## config.mk

```make
export PLATFORM = sky130hd
export DESIGN_NAME = servo_ramp_sequencer
export DESIGN_NICKNAME = d
export VERILOG_FILES = /design/src/rtl/servo_ramp_sequencer.sv
export SDC_FILE = /design/constraint.sdc
export NUM_CORES = 1
export LEC_CHECK = 0
export BUFFER_PORTS_ARGS = -buffer_cell sky130_fd_sc_hd__clkbuf_2
export CORE_ASPECT_RATIO = 1.4
export CORE_MARGIN = 2
export CORE_UTILIZATION = 35
export CTS_BUF_LIST = sky130_fd_sc_hd__clkbuf_8
export CTS_CLUSTER_SIZE = 25
export DETAILED_ROUTE_END_ITERATION = 8
export PLACE_DENSITY = 0.58
export SLEW_MARGIN = 20
export SYNTH_ARGS = -nofsm -noshare
export SYNTH_HDL_FRONTEND = slang
export SYNTH_SLANG_ARGS = --single-unit
```

## constraint.sdc

```tcl
create_clock -name Clk -period 4.7 [get_ports Clk]
set_input_delay 0.235 -clock Clk [delete_from_list [all_inputs] [get_ports Clk]]
set_output_delay 0.235 -clock Clk [all_outputs]
set_load 0.01 [all_outputs]
```

## src/rtl/servo_ramp_sequencer.sv

```systemverilog
// Host-programmable slew limiter: once per frame tick it walks every servo's current
// position toward its target and streams the packed position words into the PWM block.
module servo_ramp_sequencer #(
    parameter int NUM_SERVO = 2,
    parameter int FRAME_DIV = 1000000
) (
    input  logic        Clk,
    input  logic        Reset_n,
    input  logic [4:0]  HAddr,
    input  logic [15:0] HDataWr,
    output logic [15:0] HDataRd,
    input  logic        HWr,
    input  logic        HEn,
    output logic [4:0]  SAddr,
    output logic [15:0] SDataWr,
    output logic        SWr,
    output logic        SEn,
    output logic        Busy
);
    localparam int NUM_WORD = NUM_SERVO / 2;
    localparam int KW = (NUM_WORD > 1) ? $clog2(NUM_WORD) : 1;
    localparam int CW = (FRAME_DIV > 1) ? $clog2(FRAME_DIV) : 1;
    localparam logic [4:0] ADDR_CUR  = 5'h10;
    localparam logic [4:0] ADDR_STEP = 5'h1E;
    localparam logic [4:0] ADDR_CTRL = 5'h1F;

    typedef enum logic [1:0] {IDLE, CALC, WRITE, ENWR} state_t;
    typedef enum logic {RAMP, REFRESH} mode_t;

    state_t        state_q, state_d;
    mode_t         mode_q, mode_d;
    logic [KW-1:0] k_q, k_d;
    logic          en_data_q, en_data_d;
    logic [CW-1:0] cnt_q, cnt_d;
    logic [7:0]    tgt_q [NUM_SERVO];
    logic [7:0]    tgt_d [NUM_SERVO];
    logic [7:0]    cur_q [NUM_SERVO];
    logic [7:0]    cur_d [NUM_SERVO];
    logic [7:0]    step_q, step_d;
    logic          enable_q, enable_d;
    logic          overrun_q, overrun_d;
    logic          pend_rise_q, pend_rise_d;
    logic          pend_fall_q, pend_fall_d;
    logic          host_wr;
    logic          tick;

    assign host_wr = HWr & HEn;
    assign tick    = (cnt_q == CW'(FRAME_DIV - 1));

    // One slew step in 9-bit arithmetic; the result lands on tgt rather than crossing it.
    function automatic logic [7:0] ramp_pos(input logic [7:0] cur, input logic [7:0] tgt,
                                            input logic [7:0] step);
        logic [8:0] sum;
        logic [8:0] diff;
        sum  = {1'b0, cur} + {1'b0, step};
        diff = {1'b0, cur} - {1'b0, step};
        if (step == 8'd0)
            return tgt;
        else if (cur < tgt)
            return (sum > {1'b0, tgt}) ? tgt : sum[7:0];
        else if (cur > tgt)
            return (diff[8] || (diff[7:0] < tgt)) ? tgt : diff[7:0];
        else
            return cur;
    endfunction

    always_comb begin
        // NOTE: every next-state signal gets its hold value first, so no path leaves one unassigned and no latch is inferred.
        state_d     = state_q;
        mode_d      = mode_q;
        k_d         = k_q;
        en_data_d   = en_data_q;
        cur_d       = cur_q;
        tgt_d       = tgt_q;
        step_d      = step_q;
        enable_d    = enable_q;
        overrun_d   = overrun_q;
        pend_rise_d = pend_rise_q;
        pend_fall_d = pend_fall_q;
        cnt_d       = tick ? '0 : cnt_q + CW'(1);

        case (state_q)
            IDLE: begin
                if (pend_fall_q) begin
                    state_d     = ENWR;
                    en_data_d   = 1'b0;
                    pend_fall_d = 1'b0;
                end else if (pend_rise_q) begin
                    state_d     = CALC;
                    mode_d      = REFRESH;
                    k_d         = '0;
                    pend_rise_d = 1'b0;
                end else if (tick && enable_q) begin
                    state_d = CALC;
                    mode_d  = RAMP;
                    k_d     = '0;
                end
            end
            CALC: begin
                if (mode_q == RAMP) begin
                    for (int i = 0; i < NUM_SERVO; i++) begin
                        if (KW'(i / 2) == k_q) cur_d[i] = ramp_pos(cur_q[i], tgt_q[i], step_q);
                    end
                end
                state_d = WRITE;
            end
            WRITE: begin
                if (k_q == KW'(NUM_WORD - 1)) begin
                    if (mode_q == RAMP) begin
                        state_d = IDLE;
                    end else begin
                        state_d   = ENWR;
                        en_data_d = 1'b1;
                    end
                end else begin
                    k_d     = k_q + KW'(1);
                    state_d = CALC;
                end
            end
            ENWR:    state_d = IDLE;
            default: state_d = IDLE;
        endcase

        if (host_wr) begin
            for (int w = 0; w < NUM_WORD; w++) begin
                if (HAddr == 5'(w)) begin
                    tgt_d[2*w]   = HDataWr[7:0];
                    tgt_d[2*w+1] = HDataWr[15:8];
                end
            end
            if (HAddr == ADDR_STEP) step_d = HDataWr[7:0];
            if (HAddr == ADDR_CTRL) begin
                enable_d = HDataWr[0];
                // The host's latest edge supersedes any edge still waiting for IDLE.
                if (HDataWr[0] && !enable_q) begin
                    pend_rise_d = 1'b1;
                    pend_fall_d = 1'b0;
                end else if (!HDataWr[0] && enable_q) begin
                    pend_fall_d = 1'b1;
                    pend_rise_d = 1'b0;
                end
                if (HDataWr[2]) overrun_d = 1'b0;
            end
        end

        if (tick && enable_q && (state_q != IDLE || pend_rise_q || pend_fall_q))
            overrun_d = 1'b1;
    end

    always_comb begin
        SAddr   = '0;
        SDataWr = '0;
        SWr     = 1'b0;
        case (state_q)
            WRITE: begin
                SWr   = 1'b1;
                SAddr = 5'(k_q);
                for (int w = 0; w < NUM_WORD; w++) begin
                    if (k_q == KW'(w)) SDataWr = {cur_q[2*w+1], cur_q[2*w]};
                end
            end
            ENWR: begin
                SWr     = 1'b1;
                SAddr   = ADDR_CTRL;
                SDataWr = {15'b0, en_data_q};
            end
            default: ;
        endcase
    end

    assign SEn  = SWr;
    assign Busy = (state_q != IDLE);

    always_comb begin
        HDataRd = '0;
        for (int w = 0; w < NUM_WORD; w++) begin
            if (HAddr == 5'(w))            HDataRd = {tgt_q[2*w+1], tgt_q[2*w]};
            if (HAddr == ADDR_CUR + 5'(w)) HDataRd = {cur_q[2*w+1], cur_q[2*w]};
        end
        if (HAddr == ADDR_STEP) HDataRd = {8'b0, step_q};
        if (HAddr == ADDR_CTRL) HDataRd = {13'b0, overrun_q, Busy, enable_q};
    end

    // NOTE: state registers use non-blocking assignments so every flop samples pre-edge values.
    always_ff @(posedge Clk or negedge Reset_n) begin
        if (!Reset_n) begin
            state_q     <= IDLE;
            mode_q      <= RAMP;
            k_q         <= '0;
            en_data_q   <= 1'b0;
            cnt_q       <= '0;
            step_q      <= 8'd0;
            enable_q    <= 1'b0;
            overrun_q   <= 1'b0;
            pend_rise_q <= 1'b0;
            pend_fall_q <= 1'b0;
            // NOTE: the position arrays are flops, not RAM, so they can reset to mid-scale and servos never start from garbage.
            for (int i = 0; i < NUM_SERVO; i++) begin
                tgt_q[i] <= 8'h80;
                cur_q[i] <= 8'h80;
            end
        end else begin
            state_q     <= state_d;
            mode_q      <= mode_d;
            k_q         <= k_d;
            en_data_q   <= en_data_d;
            cnt_q       <= cnt_d;
            step_q      <= step_d;
            enable_q    <= enable_d;
            overrun_q   <= overrun_d;
            pend_rise_q <= pend_rise_d;
            pend_fall_q <= pend_fall_d;
            tgt_q       <= tgt_d;
            cur_q       <= cur_d;
        end
    end

endmodule
```

### Word level (Yosys, flattened, before mapping)

Cells that the tools add are included.

* register bits after elaboration: 69
* bits of input ports: 25
* logic and storage cells: 126

* $add $sub $neg: 6
* $lt $le $gt $ge: 8
* equal/unequal tests: 13
* muxes and demuxes: 50
* bitwise gates (word level): 4
* reduce and logical (&&, ||, !) cells: 31

Operators with widths (number)
* 16-bit 2-to-1 mux: 5
* 8-bit 2-to-1 mux: 10
* 8-bit < comparator: 4
* 16-bit one-hot mux with 2 select lines: 1
* 1-bit 2-to-1 mux: 24
* 20-bit by 1-bit adder with 20-bit output, second input constant: 1
* 20-bit == test, second input constant: 1
* 20-bit 2-to-1 mux: 1
* 8-bit by 8-bit adder with 9-bit output: 2
* 9-bit by 8-bit > comparator with 1-bit output: 2
* 8-bit by 8-bit subtractor with 9-bit output: 2
* 8-bit > comparator: 2
* 5-bit == test, second input constant: 3
* 4-bit AND reduction: 3
* 2-bit nonzero test: 6
* 2-bit 2-to-1 mux: 5
* 5-bit one-hot mux with 2 select lines: 1
* 3-bit AND reduction: 3
* 8-bit logical NOT: 1
* 2-bit != test, second input constant: 4
* 2-bit one-hot mux with 4 select lines: 1
* 2-bit AND reduction: 3
* 3-bit nonzero test: 2
* 5-bit logical NOT: 1
* other kinds (13): 24

### Depth between registers and ports, before layout

Gate-level depths: netlist (run 1).

* depth after elaboration: 7
* mapped depth: 17

### Worst setup path after synthesis (run 1)

Ideal clock, no wire load.

* kind: register to register
* start: register step_q[0]
* end: register cur_q[0] (netlist name)
* data arrival time: 3.531 ns
* required time: 4.618 ns
* path slack: 1.087 ns
* stages on the path, launching flop included: 16
* buffers on the path: 0
* period minus slack after synthesis: 3.613 ns
* path through: dfrtp_1 -> ha_1 -> fa_1 -> nor2b_1 -> o311ai_1 -> a21oi_1 -> nor2_1 -> xnor2_1 -> ha_1 -> a21o_1 -> a211oi_1 -> o211ai_1 -> a211oi_2 -> o21ai_2 -> or2_1 -> a31oi_1

* word-level cells in the longest chain between the ends: 7

RTL lines
* from (decl): RTL line 39 `logic [7:0] step_q, step_d;`
* from (signal assigned): RTL line 208 `step_q <= step_d;`
* 8-bit by 8-bit subtractor with 9-bit output: RTL line 56 `diff = {1'b0, cur} - {1'b0, step};`
* 8-bit < comparator: RTL line 62 `return (diff[8] || (diff[7:0] < tgt)) ? tgt : diff[7:0];`
* 1-bit logical OR: RTL line 62
* 8-bit 2-to-1 mux: RTL line 62
* 8-bit 2-to-1 mux: RTL line 61 `else if (cur > tgt)`
* 8-bit 2-to-1 mux: RTL line 59 `else if (cur < tgt)`
* 8-bit 2-to-1 mux: RTL line 57 `if (step == 8'd0)`
* to (signal assigned): RTL line 214 `cur_q <= cur_d;`
* to (decl): RTL line 37 `logic [7:0] cur_q [NUM_SERVO];`

Several ways; a longest one is shown, not always the timed one. The select of a mux whose other input is x is not followed.
A chain may end at the register's enable or synchronous reset.

### Worst setup path after layout (run 1)

Same ends and word-level chain as after synthesis.

==> results of run 1 <==
==> registers in the layout, summed over array words and instances, names as in the netlist <==
| name | count |
|---|---|
| pend_rise_q | 1 |
| cur_q | 16 |
| overrun_q | 1 |
| tgt_q | 16 |
| state_q | 2 |
| mode_q | 1 |
| en_data_q | 1 |
| enable_q | 1 |
| step_q | 8 |
| pend_fall_q | 1 |
| cnt_q | 20 |
==> worst max-delay path: stages (launching register included) <==
cell      delay [ns]
dfrtp_1         0.48
ha_1            0.24
fa_1            0.42
nor2b_1         0.17
o311ai_1        0.31
a21oi_1         0.11
nor2_1          0.13
xnor2_1         0.16
ha_1            0.28
a21o_1          0.16
a211oi_1        0.30
o211ai_1        0.16
a211oi_2        0.46
o21ai_2         0.26
or2_1           0.27
a31oi_1         0.15
==> cells in the mapped netlist (3+ instances only) <==
cell	instances	area [um2]
and3_1	7	43.8
o22ai_1	3	18.8
nand4_1	17	106
a211oi_1	6	45.0
or4_1	4	30.0
dfrtp_1	64	1600
a21oi_1	30	150
o21bai_1	5	37.5
fa_1	4	80.1
nor4_1	4	25.0
o221ai_2	6	90.1
o21ai_0	45	225
or3_1	5	31.3
o211ai_1	3	22.5
buf_4	5	37.5
and2_1	19	119
a22oi_1	15	113
dfstp_2	4	105
nand2_1	57	214
xor2_1	13	114
ha_1	79	988
nand2b_1	14	87.6
a211o_1	4	35.0
nor2_1	56	210
nor2b_1	7	43.8
a21o_1	6	45.0
inv_1	39	146
buf_2	6	30.0
mux2i_1	20	200
xnor2_1	26	228
a31oi_1	7	43.8
clkbuf_1	21	78.8
a22o_1	4	35.0
nor3_1	10	50.1
nand3_1	23	115
==> kinds of logic after synthesis <==
kind of cell / Yosys count / share of synthesized area [%]
AND/OR/NAND/NOR: 232 / 19.5
adder cells (fa/ha/maj): 83 / 18.1
XOR/XNOR: 39 / 5.80
buffers and inverters: 73 / 5.35
multiplexers: 22 / 3.78
AO/OA/AOI/OAI: 158 / 18.4
flip-flops: 68 / 29.0
==> layout make-up <==
cell class / instances / area (um2) / area share (%)
multi-input combinational: 534 / 3870 / 59.0
sequential: 68 / 1710 / 26.0
timing repair buffer: 71 / 375 / 5.72
tap: 203 / 254 / 3.87
inverter: 39 / 146 / 2.23
clock buffer: 9 / 124 / 1.89
clock inverter: 7 / 80.1 / 1.22
==> power breakdown <==
| part | internal [uW] | switching [uW] |
|---|---|---|
| Combinational | 1250 | 1700 |
| Clock | 253 | 289 |
| Sequential | 724 | 239 |
==> layer usage <==
layer | GRT usage, % | wire [um] | vias to the layer above
met4 | 9.35 | 600 | 0
met3 | 2.31 | 433 | 42
met2 | 35.8 | 8930 | 111
li1 | - | - | 2511
met5 | 0 | 0 | -
met1 | 21.5 | 6690 | 2423
==> path summary, 6_finish.rpt <==
kind	start	slack, ns	depth (start not counted)	end
setup reg to reg	step_q[0]	0.55	15	cur_q[0]
hold reg to reg	cnt_q[0]	0.48	1	cnt_q[0]
min in group Clk	HDataWr[12]	0.04	3	tgt_q[4]
max in group asynchronous	Reset_n	4.12	1	tgt_q[14]
setup / recovery	step_q[0]	0.55	15	cur_q[0]
hold / removal	Reset_n	-0.02	1	step_q[3]
==> metrics by stage <==
stage | cell area, um2 | hold WS [ns] | util, % | worst slack (ns) | power [uW]
after floorplan | 5890 | -0.0606 | - | 1.09 | 3110
after global placement | 6350 | 0.419 | 38.3 | 0.661 | 3900
after detailed placement | 6350 | 0.428 | 38.3 | 0.625 | 3910
after CTS | 6560 | 0.0138 | 39.5 | 0.569 | 4460
after global routing | 6560 | 0.0548 | 39.5 | 0.242 | 4870
final | 6560 | -0.0165 | 39.5 | 0.548 | 4450
==> out/summary.txt, run 1 <==
Layout Nets = 831
Wirelength per Cell = 17.9 um
Setup Crit Path Kind = flip-flop to flip-flop
number of buffers created by CTS = 9
register area share after synthesis = 29.0%
Hold Slack = -0.0165 ns
total of cells resized after clock tree synthesis = 0
Slew Viols, Final = 0
die area = 17900 um2
violated checks = negative hold slack
#FFs+latches synth = 68
drc violations = 0
max cap viols = 0
fillcell total = 1693
synthesized instance count = 675
WL final = 16.6 mm
outcome = finished with violations
# IOs = 65
CTS Sinks = 68
Final min period = 4.15 ns
GP Congestion = 0.865
PwrDens = 679 nW/um2
Leak = 0.00311 uW
Initial Utilization = 35.5%
vias in the first global route = 5040
worst slew pin tran = 0.920 ns
initial antenna violation count = 0
main flop type after synthesis = dfrtp_1
Mean Syn Cell Area = 8.72 um2
TritonCTS clock tree = done
DPL Wire Length = 12.9 mm
Max Root-Sink Buffers = 2
Post-Syn Nets = 783
via/cell ratio = 5.46
Fin. Hold Viols = 9
fin crit share = 88.3%
Site Rows = 56
CP endpoint kind = flip-flop
CP Data Arrival Time = 4.45 ns
asr flop ratio synth = 100%
Clock Latency Late Sink = 0.39 ns
commonest cells after routing, fill and taps aside = ha_1 (79), dfrtp_1 (64), clkbuf_2 (63), nand2_1 (57), nor2_1 (56)
Area growth, synth to finish = 11.4%
Synth Warn # = 0
Post CTS Setup Buffer Count = 0
EDFF count, synth = 0
Netlist Area Pre-Place = 5890 um2
Port Buffers = 64
# setup viols final = 0
total negative slack = 0 ns
core area = 16600 um2
maximum level of the CTS H-tree = 3
non-filler cells in the finished layout = 931
GRT Util Overall = 19.2%
Die Span X = 114 um
1st-pass router iterations = 4
Remaining Overflow, GRT = 0
die height = 157 um
max_slew headroom = 38.6%
largest net degree at the start of global routing = 69
Data required, critical path = 5.00 ns
worst min path class = primary input to asynchronous set/reset pin
hold_buf cts = 0
unrepaired setup endpoints after global routing = no
first-pass GRT wire length = 26.6 mm
DRT antenna net count = 0
antenna cells = 0
Worst-path clk slew = 0.11 ns
via count = 5087
initial DRC count = 274
Crit Path Max Fanout = 9
DP Cell Count = 915
leading cell type in the layout, fill and taps excluded = ha_1
Max Clock Skew = 0.0254 ns
highest clock rate = 241 MHz
library cells used by synthesis = 62
layout cells sized above 1 = 14.8%
worst vdd ir = 0.211 mV
Critical Path Source Type = flip-flop
root buffer cell = clkbuf_8
Note: power is estimated with default switching activity, not from simulation.
==> inputs of run 2 (changes only) <==
--- a/config.mk
+++ b/config.mk
@@ -7,7 +7,6 @@
 export LEC_CHECK = 0
 export BUFFER_PORTS_ARGS = -buffer_cell sky130_fd_sc_hd__clkbuf_2
 export CORE_ASPECT_RATIO = 1.4
-export CORE_MARGIN = 2
 export CORE_UTILIZATION = 35
 export CTS_BUF_LIST = sky130_fd_sc_hd__clkbuf_8
 export CTS_CLUSTER_SIZE = 25
==> run 2 against run 1 <==
Net effect: the run ends with design-rule violations, negative hold slack left; non-clock buffer count up 3; sequential share of layout area down 0.094 points; design area up 0.36%; global-route usage up 0.98 points; wire length up 1.2%; via count up 0.53%; die area down 3.0%; sequential cell count unchanged; maximum frequency up 0.59%; largest power group unchanged; highest routed layer unchanged.
==> out/summary.txt, run 2 (same netlist as run 1, synthesis figures left out) <==
DPL Wire Length = 13.1 mm (was 12.9 mm)
root buffer cell = clkbuf_8 (unchanged)
antenna cells = 0 (unchanged)
GP Congestion = 0.876 (was 0.865)
outcome = finished with violations (unchanged)
fin crit share = 87.8% (was 88.3%)
Pint = 2250 uW (was 2230 uW)
Port Buffers = 64 (unchanged)
vias in the first global route = 5182 (was 5040)
Fin. Hold Viols = 16 (was 9)
total of cells resized after clock tree synthesis = 0 (unchanged)
Logic pwr share = 67.2% (was 66.2%)
Max Clock Skew = 0.0165 ns (was 0.0254 ns)
Leak = 0.00313 uW (was 0.00311 uW)
Wirelength per Cell = 18.1 um (was 17.9 um)
PwrDens = 685 nW/um2 (was 679 nW/um2)
Regs by FF count = cnt_q (20), cur_q (16), tgt_q (16) (unchanged)
unrepaired setup endpoints after global routing = no (unchanged)
register area = 1710 um2 (unchanged)
TritonCTS clock tree = done (unchanged)
fillcell total = 1631 (was 1693)
first-pass GRT wire length = 27.0 mm (was 26.6 mm)
Setup Crit Path Kind = flip-flop to flip-flop (unchanged)
drc violations = 4 (was 0)
Hold Slack = -0.0248 ns (was -0.0165 ns)
CTS Sinks = 68 (unchanged)
Clock Power Share = 11.9% (was 12.2%)
final design utilization = 40.4% (was 39.5%)
CP Data Arrival Time = 4.37 ns (was 4.45 ns)
DRT antenna net count = 0 (unchanged)
commonest cells after routing, fill and taps aside = ha_1 (79), dfrtp_1 (64), clkbuf_2 (63), nand2_1 (57), nor2_1 (56) (unchanged)
die area = 17400 um2 (was 17900 um2)
core area = 16300 um2 (was 16600 um2)
part of the power in registers = 20.9% (was 21.6%)
layout cells sized above 1 = 15.2% (was 14.8%)
sw frac = 50.1% (was 50.0%)
1st-pass router iterations = 8 (was 4)
via/cell ratio = 5.50 (was 5.46)
WL final = 16.8 mm (was 16.6 mm)
worst slew pin tran = 0.934 ns (was 0.920 ns)
worst vdd ir = 0.235 mV (was 0.211 mV)
leading cell type in the layout, fill and taps excluded = ha_1 (unchanged)
Worst-path clk slew = 0.10 ns (was 0.11 ns)
# setup viols final = 0 (unchanged)
hold_buf cts = 0 (unchanged)
Critical Path Source Type = flip-flop (unchanged)
max_slew headroom = 37.7% (was 38.6%)
Max Root-Sink Buffers = 2 (unchanged)
most flop-heavy register = cnt_q (unchanged)
Data required, critical path = 4.94 ns (was 5.00 ns)
maximum level of the CTS H-tree = 3 (unchanged)
Clock Latency Late Sink = 0.38 ns (was 0.39 ns)
largest net degree at the start of global routing = 69 (unchanged)
Initial Utilization = 36.1% (was 35.5%)
Final min period = 4.13 ns (was 4.15 ns)
total negative slack = 0 ns (unchanged)
Layout Nets = 834 (was 831)
Slew Viols, Final = 0 (unchanged)
GRT Util Overall = 20.2% (was 19.2%)
violated checks = design-rule violations, negative hold slack (was negative hold slack)
Crit Path Max Fanout = 9 (unchanged)
Post CTS Setup Buffer Count = 0 (unchanged)
worst min path class = primary input to asynchronous set/reset pin (unchanged)
max cap viols = 0 (unchanged)
Largest register FFs = 20 (unchanged)
Site Rows = 55 (was 56)
Remaining Overflow, GRT = 0 (unchanged)
Area growth, synth to finish = 11.8% (was 11.4%)
CP endpoint kind = flip-flop (unchanged)
highest clock rate = 242 MHz (was 241 MHz)
initial DRC count = 245 (was 274)
die height = 155 um (was 157 um)
number of buffers created by CTS = 9 (unchanged)
via count = 5114 (was 5087)
initial antenna violation count = 0 (unchanged)
switching power total = 2260 uW (was 2230 uW)
area taken by multi-input logic gates = 3880 um2 (was 3870 um2)
# IOs = 65 (unchanged)
Die Span X = 112 um (was 114 um)
==> run 2: worst paths after layout <==
check,endpoint,slack (ns),cells past startpoint,from
hold reg to reg,cnt_q[4],0.48,1,cnt_q[4]
min in group Clk,tgt_q[4],0.05,3,HDataWr[12]
setup reg to reg,cur_q[10],0.57,14,step_q[1]
hold / removal,cur_q[4],-0.02,1,Reset_n
max in group asynchronous,state_q[0],4.10,1,Reset_n
setup / recovery,cur_q[10],0.57,14,step_q[1]
==> run 2: area by class of cell <==
| cell class | count | share of cell area [%] |
|---|---|---|
| Clock inverter | 7 | 1.22 |
| Sequential cell | 68 | 25.9 |
| Multi-Input combinational cell | 534 | 58.9 |
| Tap cell | 199 | 3.78 |
| Clock buffer | 9 | 1.88 |
| Inverter | 39 | 2.22 |
| Timing Repair Buffer | 74 | 6.05 |
==> run 2: routing by layer <==
layer	wire length [um]	track usage [%]	vias up
met3	460	2.73	35
li1	-	-	2505
met1	6850	22.1	2471
met4	507	9.20	0
met2	9030	38.3	103
met5	0	0	-
==> run 2: per-stage QoR <==
step	hold WS [ns]	worst slack (ns)	total power (uW)	cell area (um2)	instances
after floorplan	-0.0606	1.09	3110	5890	675
after global placement	0.437	0.740	3950	6370	914
after detailed placement	0.438	0.649	3950	6370	914
after CTS	0.0182	0.615	4510	6580	930
after global routing	0.0466	0.251	4930	6580	930
final	-0.0248	0.572	4510	6580	930
==> run 2: power by group through the flow <==
stage                     Clock (uW)  Sequential (uW)  Combinational [uW]
after global routing             578              972                3380
after detailed placement           0              954                3000
final                            535              942                3030
after floorplan                    0              863                2240
after global placement             0              955                3000
after CTS                        555              943                3010
==> run 2: worst max-delay path, stage by stage, from the launching register on <==
cell and delay, ns:
dfrtp_1 0.53, inv_1 0.19, ha_1 0.33, inv_1 0.06, a21oi_1 0.07, or4_1 0.43
nand3_1 0.12, xnor2_1 0.10, ha_1 0.21, or4_1 0.53, a2111oi_2 0.41, o21ai_2 0.15
nor3_4 0.30, or3_1 0.40, o221ai_2 0.15
==> inputs of run 3 (changes only) <==
--- a/config.mk
+++ b/config.mk
@@ -6,7 +6,7 @@
 export NUM_CORES = 1
 export LEC_CHECK = 0
 export BUFFER_PORTS_ARGS = -buffer_cell sky130_fd_sc_hd__clkbuf_2
-export CORE_ASPECT_RATIO = 1.4
+export CORE_ASPECT_RATIO = 0.7
 export CORE_UTILIZATION = 35
 export CTS_BUF_LIST = sky130_fd_sc_hd__clkbuf_8
 export CTS_CLUSTER_SIZE = 25
==> run 3 against run 2 <==
Net effect: sequential share of layout area decreased by 0.20 points; cell count increased by 2.8%; highest routed layer unchanged; the run now ends clean; first-iteration DRC count increased by 80%; die area about the same; register-to-register slack got worse by 0.02 ns; combinational power about the same; wire length decreased by 0.56%; via count about the same; core utilization increased by 0.10 points; clock-buffer cell count unchanged.
==> out/summary.txt, run 3 (same netlist as run 1, synthesis figures left out) <==
PwrDens = 688 nW/um2 (was 685 nW/um2)
Initial Utilization = 35.9% (was 36.1%)
Max Root-Sink Buffers = 2 (unchanged)
switching power total = 2260 uW (about the same)
outcome = completed (was finished with violations)
part of the power in registers = 21.0% (was 20.9%)
worst reg2reg setup slack = 0.55 ns (was 0.57 ns)
vias in the first global route = 4758 (was 5182)
root buffer cell = clkbuf_8 (unchanged)
1st-pass router iterations = 5 (was 8)
Worst-path clk slew = 0.09 ns (was 0.10 ns)
Fin. Hold Viols = 0 (was 16)
antenna cells = 0 (unchanged)
Setup Crit Path Kind = flip-flop to flip-flop (unchanged)
hold path cells = 3
worst slew pin tran = 0.913 ns (was 0.934 ns)
commonest cells after routing, fill and taps aside = ha_1 (79), dfrtp_1 (64), clkbuf_2 (63), nand2_1 (57), nor2_1 (56) (unchanged)
R2R Path Start = step_q[1] (unchanged)
DRT antenna net count = 0 (unchanged)
Wirelength per Cell = 17.5 um (was 18.1 um)
die height = 111 um (was 155 um)
length in cells of the worst reg-to-reg path = 15 (was 14)
total negative slack = 0 ns (unchanged)
Area growth, synth to finish = 12.6% (was 11.8%)
unrepaired setup endpoints after global routing = no (unchanged)
WL final = 16.8 mm (about the same)
crit-path cells = inv_1 > ha_1 > inv_1 > a21oi_1 > or4_1 > nand3_1 > xnor2_1 > ha_1 > or4_1 > a2111oi_2 > o21ai_2 > nor3_4 > buf_4 > or3_1 > o221ai_2 (was inv_1 > ha_1 > inv_1 > a21oi_1 > or4_1 > nand3_1 > xnor2_1 > ha_1 > or4_1 > a2111oi_2 > o21ai_2 > nor3_4 > or3_1 > o221ai_2)
largest net degree at the start of global routing = 69 (unchanged)
Clock Latency Late Sink = 0.37 ns (was 0.38 ns)
Site Rows = 39 (was 55)
initial antenna violation count = 0 (unchanged)
HP Start = HDataWr[15]
Hold Slack = 0.0517 ns (was -0.0248 ns)
Post CTS Setup Buffer Count = 0 (unchanged)
GP Congestion = 0.860 (was 0.876)
GRT Util Overall = 20.4% (was 20.2%)
Slew Viols, Final = 0 (unchanged)
worst setup margin = 0.550 ns (was 0.572 ns)
CTS Sinks = 68 (unchanged)
maximum level of the CTS H-tree = 3 (unchanged)
first-pass GRT wire length = 27.1 mm (was 27.0 mm)
DPL Wire Length = 12.9 mm (was 13.1 mm)
Logic pwr share = 66.1% (was 67.2%)
Port Buffers = 64 (unchanged)
total of cells resized after clock tree synthesis = 0 (unchanged)
# IOs = 65 (unchanged)
worst hold endpoint = tgt_q[7]
Largest stage delay, worst path = 0.55 ns (was 0.53 ns)
# setup viols final = 0 (unchanged)
Critical Path Source Type = flip-flop (unchanged)
Pint = 2310 uW (was 2250 uW)
core area = 16400 um2 (was 16300 um2)
CP Data Arrival Time = 4.38 ns (was 4.37 ns)
dpl ws = 0.607 ns (was 0.649 ns)
Pwr Total = 4570 uW (was 4510 uW)
Buffers & Inverters on Critical Path = 3 (was 2)
r2r endpoint = cur_q[10] (unchanged)
Largest register FFs = 20 (unchanged)
Final min period = 4.15 ns (was 4.13 ns)
via count = 5110 (was 5114)
CP endpoint kind = flip-flop (unchanged)
Crit Path Max Fanout = 9 (unchanged)
hold_buf cts = 0 (unchanged)
Data required, critical path = 4.93 ns (was 4.94 ns)
fillcell total = 1688 (was 1631)
Leak = 0.00314 uW (was 0.00313 uW)
max_slew headroom = 39.1% (was 37.7%)
Layout Nets = 834 (unchanged)
delay-heaviest family, CP = simple AND/OR/NAND/NOR gates (unchanged)
fin crit share = 88.3% (was 87.8%)
die area = 17400 um2 (about the same)
slowest stage cell on the critical path = or4_1 (was dfrtp_1)
Die Span X = 157 um (was 112 um)
via/cell ratio = 5.35 (was 5.50)
leading cell type in the layout, fill and taps excluded = ha_1 (unchanged)
Clock Power Share = 12.9% (was 11.9%)
layout cells sized above 1 = 15.2% (unchanged)
number of buffers created by CTS = 9 (unchanged)
highest clock rate = 241 MHz (was 242 MHz)
max cap viols = 0 (unchanged)
TritonCTS clock tree = done (unchanged)
Max Clock Skew = 0.0169 ns (was 0.0165 ns)
initial DRC count = 440 (was 245)
worst min path class = primary input to flip-flop (was primary input to asynchronous set/reset pin)
most flop-heavy register = cnt_q (unchanged)
drc violations = 0 (was 4)
Regs by FF count = cnt_q (20), cur_q (16), tgt_q (16) (unchanged)
sw frac = 49.4% (was 50.1%)
worst vdd ir = 0.236 mV (was 0.235 mV)
Remaining Overflow, GRT = 0 (unchanged)
-- run 3: cell types whose count changed in the layout (fill, tap and decap cells not counted) --
cell | previous run | this run
buf_4 | 11 | 10
inv_6 | 4 | 1
buf_2 | 0 | 1
inv_8 | 0 | 2
bufinv_16 | 1 | 2
clkinvlp_4 | 2 | 1
clkinv_4 | 0 | 1
nor3_2 | 0 | 1
nor3_4 | 2 | 1
-- run 3: layout make-up --
type / count / area, um2 / share of cell area (%)
clock inverter: 7 / 108 / 1.62
inverter: 39 / 146 / 2.21
timing repair buffer: 74 / 395 / 5.96
multi-input combinational: 534 / 3870 / 58.4
tap: 225 / 282 / 4.24
clock buffer: 9 / 124 / 1.87
sequential: 68 / 1710 / 25.7
-- run 3: layer usage --
metal	vias to the layer above	GRT usage, %	part of all wire, %
li1	2515	-	-
met4	0	3.88	0.85
met3	13	5.42	7.6
met1	2409	34.2	55
met2	173	24.7	36
met5	-	0	0
-- run 3: power by group through the flow --
stage          clock network, uW  registers (uW)  logic (uW)
5_1_grt                      631             984        3410
4_1_cts                      608             957        2980
6_report                     589             958        3020
2_1_floorplan                  0             863        2240
3_5_place_dp                   0             969        2950
3_3_place_gp                   0             965        2970
-- run 3: tightest hold or removal path, cell delays in order --
cell and delay, ns:
clkbuf_2 0.08, nand2_1 0.04, o21ai_0 0.07
-- run 3: worst max path at each step --
stage,startpoint,to,slack (ns),depth (start not counted)
finish,step_q[1],cur_q[10],0.55,15
CTS,step_q[1],cur_q[10],0.58,15
global route,step_q[1],cur_q[10],0.26,15
global placement,step_q[1],cur_q[10],0.73,15
floorplan,step_q[0],cur_q[0],1.09,15
detailed placement,step_q[1],cur_q[10],0.61,15
-- run 3: stage by stage --
stage | std cells | utilization [%] | area, um2
2_1_floorplan | 675 | - | 5890
3_3_place_gp | 940 | 39.0 | 6400
3_5_place_dp | 940 | 39.0 | 6400
4_1_cts | 956 | 40.5 | 6630
5_1_grt | 956 | 40.5 | 6630
6_report | 956 | 40.5 | 6630
